===== src/rtl/dtw_stream_core.sv =====
// Streaming DTW distance engine: loads a TLEN-sample template from word memory, then
// computes one saturating cost-matrix column per accepted query sample.

module dtw_stream_core #(
  parameter int unsigned SAMPLE_W  = 8,
  parameter int unsigned TLEN      = 32,
  parameter int unsigned TIDX_W    = 5,
  parameter int unsigned ACC_W     = 16,
  parameter int unsigned ADDR_W    = 10,
  parameter int unsigned DIST_MODE = 0
) (
  input  logic                clk_i,
  input  logic                rst_i,
  input  logic                load_i,
  input  logic [ADDR_W-1:0]   base_addr_i,
  output logic [ADDR_W-1:0]   addr_o,
  output logic                CS_o,
  input  logic [31:0]         data_i,
  input  logic [SAMPLE_W-1:0] Sin_i,
  input  logic                last_i,
  input  logic                valid_i,
  output logic                ready_o,
  output logic [ACC_W-1:0]    result_o,
  output logic [15:0]         rlen_o,
  output logic                result_valid_o,
  input  logic                result_ack_i,
  output logic                tpl_ok_o
);

  localparam int unsigned CNT_W  = TIDX_W + 1;
  localparam int unsigned SQ_W   = 2 * SAMPLE_W;
  localparam int unsigned EXT_W  = ((ACC_W > SQ_W) ? ACC_W : SQ_W) + 1;
  localparam int unsigned RLEN_W = 16;
  localparam logic [ACC_W-1:0]  ACC_MAX  = '1;
  localparam logic [RLEN_W-1:0] RLEN_MAX = '1;

  typedef enum logic [2:0] {
    S_IDLE,
    S_LOAD,
    S_WAIT,
    S_COL,
    S_DONE
  } state_e;

  state_e              state_q, state_d;
  logic [ADDR_W-1:0]   addr_q, addr_d;
  logic                cs_q, cs_d;
  logic [CNT_W-1:0]    cnt_q, cnt_d;
  logic                ready_q, ready_d;
  logic [ACC_W-1:0]    result_q, result_d;
  logic [RLEN_W-1:0]   rlen_q, rlen_d;
  logic                rvalid_q, rvalid_d;
  logic                tpl_ok_q, tpl_ok_d;
  logic [SAMPLE_W-1:0] sample_q, sample_d;
  logic                last_q, last_d;
  logic [TIDX_W-1:0]   i_q, i_d;
  logic [RLEN_W-1:0]   jcnt_q, jcnt_d;
  logic [ACC_W-1:0]    prev_q, prev_d;
  logic [ACC_W-1:0]    diag_q, diag_d;

  // Template and single column buffer are plain storage, never reset.
  logic [SAMPLE_W-1:0] tpl_q [TLEN];
  logic [ACC_W-1:0]    col_q [TLEN];

  logic [SAMPLE_W-1:0] t_c, diff_c;
  logic [EXT_W-1:0]    cost_ext_c;
  logic [ACC_W-1:0]    cost_c, up_c, pred_c, cell_c;
  logic [ACC_W:0]      sum_c;
  logic                first_col_c;
  logic                tpl_we_c;
  logic [TIDX_W-1:0]   tpl_widx_c;
  logic                hs_c, start_load_c;
  logic [RLEN_W-1:0]   jnext_c;
  logic                data_unused_c;

  // Upper memory word bits carry no template data.
  assign data_unused_c = ^data_i[31:SAMPLE_W];

  // One DTW cell: saturated local cost plus the cheapest allowed predecessor.
  always_comb begin : cell_datapath
    t_c    = tpl_q[i_q];
    up_c   = col_q[i_q];
    diff_c = (t_c >= sample_q) ? (t_c - sample_q) : (sample_q - t_c);
    if (DIST_MODE == 1) begin
      cost_ext_c = EXT_W'(SQ_W'(diff_c) * SQ_W'(diff_c));
    end else begin
      cost_ext_c = EXT_W'(diff_c);
    end
    cost_c      = (cost_ext_c > EXT_W'(ACC_MAX)) ? ACC_MAX : ACC_W'(cost_ext_c);
    first_col_c = (jcnt_q == '0);
    pred_c      = '0;
    if (i_q == '0) begin
      if (!first_col_c) pred_c = up_c;
    end else if (first_col_c) begin
      pred_c = prev_q;
    end else begin
      pred_c = prev_q;
      if (up_c < pred_c)   pred_c = up_c;
      if (diag_q < pred_c) pred_c = diag_q;
    end
    sum_c  = (ACC_W+1)'(cost_c) + (ACC_W+1)'(pred_c);
    cell_c = sum_c[ACC_W] ? ACC_MAX : sum_c[ACC_W-1:0];

    tpl_we_c   = (state_q == S_LOAD) && (cnt_q != '0);
    tpl_widx_c = TIDX_W'(cnt_q - CNT_W'(1));
  end

  // Next-state and registered-output logic.
  always_comb begin : fsm_next
    state_d  = state_q;
    addr_d   = addr_q;
    cs_d     = cs_q;
    cnt_d    = cnt_q;
    ready_d  = ready_q;
    result_d = result_q;
    rlen_d   = rlen_q;
    rvalid_d = rvalid_q;
    tpl_ok_d = tpl_ok_q;
    sample_d = sample_q;
    last_d   = last_q;
    i_d      = i_q;
    jcnt_d   = jcnt_q;
    prev_d   = prev_q;
    diag_d   = diag_q;

    hs_c         = (state_q == S_WAIT) && valid_i && ready_q;
    start_load_c = load_i && ((state_q == S_IDLE) || ((state_q == S_WAIT) && !hs_c));
    jnext_c      = (jcnt_q == RLEN_MAX) ? RLEN_MAX : (jcnt_q + RLEN_W'(1));

    unique case (state_q)
      S_IDLE: begin
        ready_d = 1'b0;
      end
      S_LOAD: begin
        // Issue one address per cycle; capture lags issue by one cycle.
        cnt_d = cnt_q + CNT_W'(1);
        if (cnt_q < CNT_W'(TLEN - 1)) begin
          addr_d = addr_q + ADDR_W'(1);
          cs_d   = 1'b1;
        end else begin
          cs_d = 1'b0;
        end
        if (cnt_q == CNT_W'(TLEN)) begin
          state_d  = S_WAIT;
          tpl_ok_d = 1'b1;
          ready_d  = 1'b1;
        end
      end
      S_WAIT: begin
        if (hs_c) begin
          sample_d = Sin_i;
          last_d   = last_i;
          ready_d  = 1'b0;
          i_d      = '0;
          state_d  = S_COL;
        end
      end
      S_COL: begin
        i_d    = i_q + TIDX_W'(1);
        prev_d = cell_c;
        diag_d = up_c;
        if (i_q == TIDX_W'(TLEN - 1)) begin
          i_d    = '0;
          jcnt_d = jnext_c;
          if (last_q) begin
            state_d  = S_DONE;
            result_d = cell_c;
            rlen_d   = jnext_c;
            rvalid_d = 1'b1;
          end else begin
            state_d = S_WAIT;
            ready_d = 1'b1;
          end
        end
      end
      S_DONE: begin
        if (result_ack_i) begin
          rvalid_d = 1'b0;
          jcnt_d   = '0;
          ready_d  = 1'b1;
          state_d  = S_WAIT;
        end
      end
      default: begin
        state_d = S_IDLE;
      end
    endcase

    if (start_load_c) begin
      state_d  = S_LOAD;
      addr_d   = base_addr_i;
      cs_d     = 1'b1;
      cnt_d    = '0;
      tpl_ok_d = 1'b0;
      ready_d  = 1'b0;
      jcnt_d   = '0;
    end
  end

  always_ff @(posedge clk_i or posedge rst_i) begin : ctrl_regs
    if (rst_i) begin
      state_q  <= S_IDLE;
      addr_q   <= '0;
      cs_q     <= 1'b0;
      cnt_q    <= '0;
      ready_q  <= 1'b0;
      result_q <= '0;
      rlen_q   <= '0;
      rvalid_q <= 1'b0;
      tpl_ok_q <= 1'b0;
      sample_q <= '0;
      last_q   <= 1'b0;
      i_q      <= '0;
      jcnt_q   <= '0;
      prev_q   <= '0;
      diag_q   <= '0;
    end else begin
      state_q  <= state_d;
      addr_q   <= addr_d;
      cs_q     <= cs_d;
      cnt_q    <= cnt_d;
      ready_q  <= ready_d;
      result_q <= result_d;
      rlen_q   <= rlen_d;
      rvalid_q <= rvalid_d;
      tpl_ok_q <= tpl_ok_d;
      sample_q <= sample_d;
      last_q   <= last_d;
      i_q      <= i_d;
      jcnt_q   <= jcnt_d;
      prev_q   <= prev_d;
      diag_q   <= diag_d;
    end
  end

  always_ff @(posedge clk_i) begin : storage
    if (tpl_we_c) tpl_q[tpl_widx_c] <= data_i[SAMPLE_W-1:0];
    if (state_q == S_COL) col_q[i_q] <= cell_c;
  end

  assign addr_o         = addr_q;
  assign CS_o           = cs_q;
  assign ready_o        = ready_q;
  assign result_o       = result_q;
  assign rlen_o         = rlen_q;
  assign result_valid_o = rvalid_q;
  assign tpl_ok_o       = tpl_ok_q;

endmodule

===== config.mk =====
export PLATFORM = sky130hd
export DESIGN_NAME = dtw_stream_core
export DESIGN_NICKNAME = d
export VERILOG_FILES = /design/src/rtl/dtw_stream_core.sv
export SDC_FILE = /design/constraint.sdc
export NUM_CORES = 1
export LEC_CHECK = 0
export CELL_PAD_IN_SITES_DETAIL_PLACEMENT = 1
export CELL_PAD_IN_SITES_GLOBAL_PLACEMENT = 2
export CORE_MARGIN = 5
export CORE_UTILIZATION = 42
export CTS_CLUSTER_DIAMETER = 100
export DETAILED_ROUTE_END_ITERATION = 6
export PLACE_DENSITY = 0.77
export SETUP_SLACK_MARGIN = 0.02
export SLEW_MARGIN = 30
export SYNTH_ARGS = -nofsm -noshare
export SYNTH_HDL_FRONTEND = slang
export SYNTH_SLANG_ARGS = --single-unit

===== constraint.sdc =====
create_clock -name clk_i -period 10.4 [get_ports clk_i]
set_input_delay 3.12 -clock clk_i [delete_from_list [all_inputs] [get_ports clk_i]]
set_output_delay 3.12 -clock clk_i [all_outputs]
set_load 0.01 [all_outputs]

* After elaboration in Yosys (flattened, before gate mapping)
Memories as Yosys holds them, arrays and structs flattened.
Cells that the tools add are included.
** Storage, ports and cells
- Bits in registers :: 117
- RAM bits :: 768
- Input port bits :: 56
- Output and inout port bits :: 46
- Logic and storage cells :: 124
- Memories :: 2
** Cells by class
- Add/subtract/negate cells :: 8
- Order comparisons :: 5
- Equal/unequal tests :: 17
- Mux-type cells :: 50
- Reduce and logical (&&, ||, !) cells :: 27
** Memories
- col_q :: words 32, bits a word 16, rd ports 1, clocked after Yosys merged registers in 0, wr ports 1, RTL line 63 : logic [ACC_W-1:0] col_q [TLEN];
- tpl_q :: words 32, bits a word 8, rd ports 1, clocked after Yosys merged registers in 0, wr ports 1, RTL line 62 : logic [SAMPLE_W-1:0] tpl_q [TLEN];
** Operators with widths (count)
- $mux W16 :: 13
- $lt A16 B16 Y1 :: 2
- $pmux W16 S2 :: 1
- $mux W10 :: 3
- $mux W1 :: 18
- $mux W3 :: 6
- $add A16 B16 Y17 :: 1
- $add A16 B1 Y16 const B :: 1
- $eq A16 B16 Y1 const B :: 1
- $gt A8 B16 Y1 const B :: 1
- $logic_not A16 Y1 :: 1
- $sub A8 B8 Y8 :: 2
- $pmux W3 S5 :: 1
- $mux W6 :: 2
- $ne A3 B3 Y1 const B :: 4
- $reduce_bool A6 Y1 :: 2
- $add A10 B1 Y10 const B :: 1
- $mux W5 :: 2
- $ne A2 B2 Y1 const B :: 5
- $pmux W5 S2 :: 1
- $reduce_bool A2 Y1 :: 5
- $ge A8 B8 Y1 :: 1
- $mux W8 :: 1
- $reduce_and A2 Y1 :: 4
- other kinds (22) :: 28

* Depth between registers and ports, before layout
An unclocked memory read counts as a cell.
- Depth after elaboration :: 11
- Gate-level depth with buffers :: 47
- Depth with buffers taken out :: 39

* Worst setup path after synthesis
Ideal clock, no wire load.
- Path kind :: reg-to-reg
- From :: register i_q[0]
- To :: memory col_q[0][14] (data pin)
- Library setup time :: 0.398 ns
- Arrival :: 9.730 ns
- Data required time :: 10.002 ns
- Path slack :: 0.272 ns
- Stages on the path, launching flop included :: 40
- Path buffers :: 11
- Clock period less this slack :: 10.128 ns
- Cells stage by stage :: dfrtp_1 -> buf_6 -> buf_4 -> buf_4 -> buf_4 -> buf_2 -> buf_1 -> mux4_2 -> a22oi_1 -> nand4_1 -> ha_1 -> a2111oi_1 -> a21oi_1 -> nor2_1 -> clkbuf_1 -> buf_1 -> a21oi_1 -> ha_1 -> (+4 left out) -> clkbuf_1 -> clkbuf_1 -> nand2_1 -> o211ai_1 -> o21ai_0 -> o21ai_0 -> fa_1 -> a21oi_1 -> nor2_1 -> nor2_1 -> o21bai_1 -> a21oi_1 -> o21ai_0 -> o21ai_0 -> a211oi_2 -> nand3_1 -> nand2b_1 -> a22oi_1
** On the way
- Longest elaborated chain between the ends :: 11
- Elaborated cells on any way between the ends :: 20
- Classes of those cells :: add/sub (3); order compare (4); mux (10); reduce/logical (1); memory (2)
** RTL lines
- start: declaration :: RTL line 56 : logic [TIDX_W-1:0] i_q, i_d;
- start signal: assignment :: RTL line 229 : i_q <= i_d;
- $mem_v2 Z32 W16 *
- net up_c[3] :: RTL line 67 : logic [ACC_W-1:0] cost_c, up_c, pred_c, cell_c;
- $lt A16 B16 Y1 :: RTL line 98 : if (up_c < pred_c) pred_c = up_c;
- $mux W16 :: RTL line 98
- $mux W16 :: RTL line 94 : end else if (first_col_c) begin
- $mux W16 :: RTL line 92 : if (i_q == '0) begin
- $lt A16 B16 Y1 :: RTL line 99 : if (diag_q < pred_c) pred_c = diag_q;
- $mux W16 :: RTL line 99
- $mux W16 :: RTL line 94
- $mux W16 * :: RTL line 92
- $add A16 B16 Y17 * :: RTL line 101 : sum_c = (ACC_W+1)'(cost_c) + (ACC_W+1)'(pred_c);
- $mux W16 * :: RTL line 102 : cell_c = sum_c[ACC_W] ? ACC_MAX : sum_c[ACC_W-1:0];
- net cell_c[14] :: RTL line 67
- end: declaration :: RTL line 63
Mark *: on every way through the listed nets, which the timed path passes. The rest lies on a longest branch. The select of a mux whose other input is x is not followed.

* Final worst setup path
- From :: register i_q[0]
- To :: memory col_q[4][4] (data pin)
Same word-level chain as after synthesis.

==> impl_results.md <==
- Max stage delay on crit path: 0.56 ns
- Detailed Route WL: approximately 100000 um
- Core area: 88500 um2
- Gate Count Post-Synth: ~2300
- Top post-synthesis cells by area: edfxtp_1 (62%), mux4_2 (9.4%), dfrtp_1 (7.8%)
- First-pass GRT wire length: 147000 um
- Grt ovf: 0
- Synthesized Nets: 2465
- Detailed-route DRC error count: 0
- Row Count: roughly 110
- Post-CTS Hold Buffers: 0
- Die X-Extent: 309 um
- Largest net degree at the start of global routing: 85
- CTS Sinks: just under 900
- Unrepaired setup endpoints after global routing: false
- Period utilization: a little over nine tenths
- Gpl congestion: roughly 0.84
- Vias: about 22000
- Insertion delay of the later-clocked pin in the worst-skew pair: 0.67 ns
- Chip height: 309 um
- Pin slew with the least headroom to its limit: 0.933 ns
- Max Clk Rate: 102 MHz
- Num CTS Buffers: just over 90
- Vias in the first global route: 22825
- Final slew viol count: 0
- Post-Syn Area: 37500 um2
- Min Clock Period, post-route: 9.78 ns
- Layout Area Growth over Synthesis: 15.9%
- Share of cells above drive strength 1: between 15 and 20%
- Critical path class: reg2reg
- Slowest cell on the critical path: dfrtp_4
- Seq/Total Area, Yosys: a little over two thirds
- Detailed Routing Iterations Pass 1: 5
- Setup ws final: 0.623 ns
- Most used DFF post-synth: edfxtp_1
- Commonest cells post-synth: edfxtp_1 (768), nor2_1 (181), nand2_1 (167)
- CP startpoint: i_q[0]
- Drt via density: 5.83
- #FFs+latches synth: 885
- Layout fillers: 8393
- Initial DRC count: 1683
- Worst Setup Start Kind: flop
- Data required, critical path: about 11 ns
- Routed Antenna Nets: 0
- Layout Utilization: 49.1%
- Avg WL per Cell: 26.5 um
- # port buffers: 77
- Status: finished clean
- Distinct cells, synth: 78
- Final Hold Viols: 0
- Maxcap violations: 0
- R2R Path Start: i_q[0]
- Synth warn: 0
- Slew headroom: 37.6%
- Count of final setup violators: 0
- EDFF count, synth: approximately 770
- Hold Crit Class: reg2reg
- Final Skew: 0.0404 ns
- Top cell type's share of synthesized area: between 60 and 70%
- # IOs: 102
- Worst Setup End Kind: flop
- Synth async-reset ratio: a little over an eighth
- Deepest clock path buffer count: 3
- H-tree depth: 3
- Final HPWL DP: 63500 um
- Final nets: 2626
- Setup_tns: 0 ns
- GR Util All Layers: 20.4%
- Post-synth top area cell: edfxtp_1
- CTS tree: yes
- Crit Path Max Fanout: 32
- Placement Setup Slack: 0.426 ns
- Die area: ~95000 um2
- Initial Util: 42.3%
- Most common cell in the netlist: edfxtp_1
- Synth Area per Inst: roughly 16 um2
- Initial antenna violation count: 1
- Hold path startpoint: result_valid_o
- Root Buffer: clkbuf_16
- FF/Latch Area: roughly 26000 um2
- Clk slew on worst S/H paths: 0.06 ns
- Multi-input logic area: 10700 um2
- CP Data Arrival Time: between 10 and 15 ns
[cells in the final DEF (no fill, tap or decap), types with 5 or more instances in the layout]
cell,Yosys,layout
edfxtp_1,768,768
clkinv_2,0,8
clkbuf_1,78,26
clkinv_1,1,15
xnor2_1,22,22
a22o_1,35,35
nand3b_1,5,5
clkdlybuf4s50_1,0,69
o22ai_1,25,25
dfrtp_1,117,112
nand2b_1,8,8
nor4_1,15,14
bufinv_16,0,13
buf_4,8,91
buf_2,21,8
mux2_2,14,14
a21oi_1,58,58
o211ai_1,14,14
o21ai_0,116,115
nand2_1,167,166
xor2_1,14,14
o21a_1,7,7
a31oi_1,34,34
mux4_2,157,157
mux2i_1,80,79
buf_12,0,17
inv_1,68,67
a22oi_1,48,47
clkbuf_16,0,98
nand4_1,23,23
nand3_1,28,28
and2_1,7,7
and3_1,14,13
a21o_1,15,15
nor3_1,23,20
nor2_1,181,179
ha_1,67,67
[per-stage QoR]
| step | area (um2) | cells | hold slack [ns] |
|---|---|---|---|
| finish | 43400 | 3741 | 0.490 |
| global route | 43400 | 3740 | 0.522 |
| CTS | 43300 | 3737 | 0.494 |
| detailed placement | 40200 | 3567 | 0.473 |
| global placement | 40200 | 3567 | 0.476 |
| floorplan | 37500 | 2339 | 0.466 |
[per-layer routing]
| metal | GRT usage (%) | wire length [um] | vias up |
|---|---|---|---|
| met5 | 0 | 0 | - |
| met1 | 27.9 | 41600 | 11545 |
| met3 | 3.39 | 5440 | 150 |
| met2 | 34.1 | 49400 | 614 |
| met4 | 5.98 | 2780 | 0 |
| li1 | - | - | 9513 |
[worst paths after layout]
check | to | slack (ns) | depth (start not counted)
max in group asynchronous | i_q[1] | 6.21 | 3
min in group asynchronous | rlen_o[13] | 2.97 | 2
worst min-delay path | result_valid_o | 0.49 | 2
worst max register to register | col_q[4][4] | 0.62 | 41
worst max-delay path | col_q[4][4] | 0.62 | 41
worst min register to register | result_valid_o | 0.49 | 2
[worst max-delay path: cells and delay by family (launching register included)]
kind,cells,cell delay [ns]
compound gates,19,3.98
buf+inv,8,1.74
flops,1,0.56
simple gates,10,1.74
fa+ha+maj,3,0.95
mux,1,0.53
[kinds of logic (layout without fill, tap and decap cells)]
kind of cell | after synthesis | after routing | share of synthesized area (%)
flops | 885 | 885 | 69.4
simple gates | 500 | 500 | 6.00
compound gates | 405 | 405 | 7.08
mux | 251 | 251 | 12.0
buf+inv | 192 | 428 | 2.29
fa+ha+maj | 70 | 70 | 2.40
xor+xnor | 36 | 36 | 0.842
other cells | 0 | 1 | 0
[sequential cells by signal, summed over array words and instances, names as in the netlist]
signal and count:
CS_o 1, addr_o 10, cnt_q 6, col_q 512
diag_q 16, i_q 5, jcnt_q 16, last_q 1
prev_q 16, ready_o 1, result_o 16, result_valid_o 1
rlen_o 16, sample_q 8, state_q 3, tpl_ok_o 1
tpl_q 256
[repair_timing]
action	4_1_cts	5_1_grt
endpoints found under the setup margin	0	543
gates resized for setup	0	8
buffers inserted	0	1
[final cells by class]
type	count	area share, %
Antenna cell	1	0.00576
Clock buffer	126	5.88
Clock inverter	44	1.40
Inverter	69	0.608
Multi-Input combinational cell	1262	24.6
Sequential cell	885	59.9
Tap cell	1165	3.36
Timing Repair Buffer	189	4.28
Power is left out: the tool's default activity adds up to more than one toggle a clock period on the data nets, which glitch-free logic cannot reach.
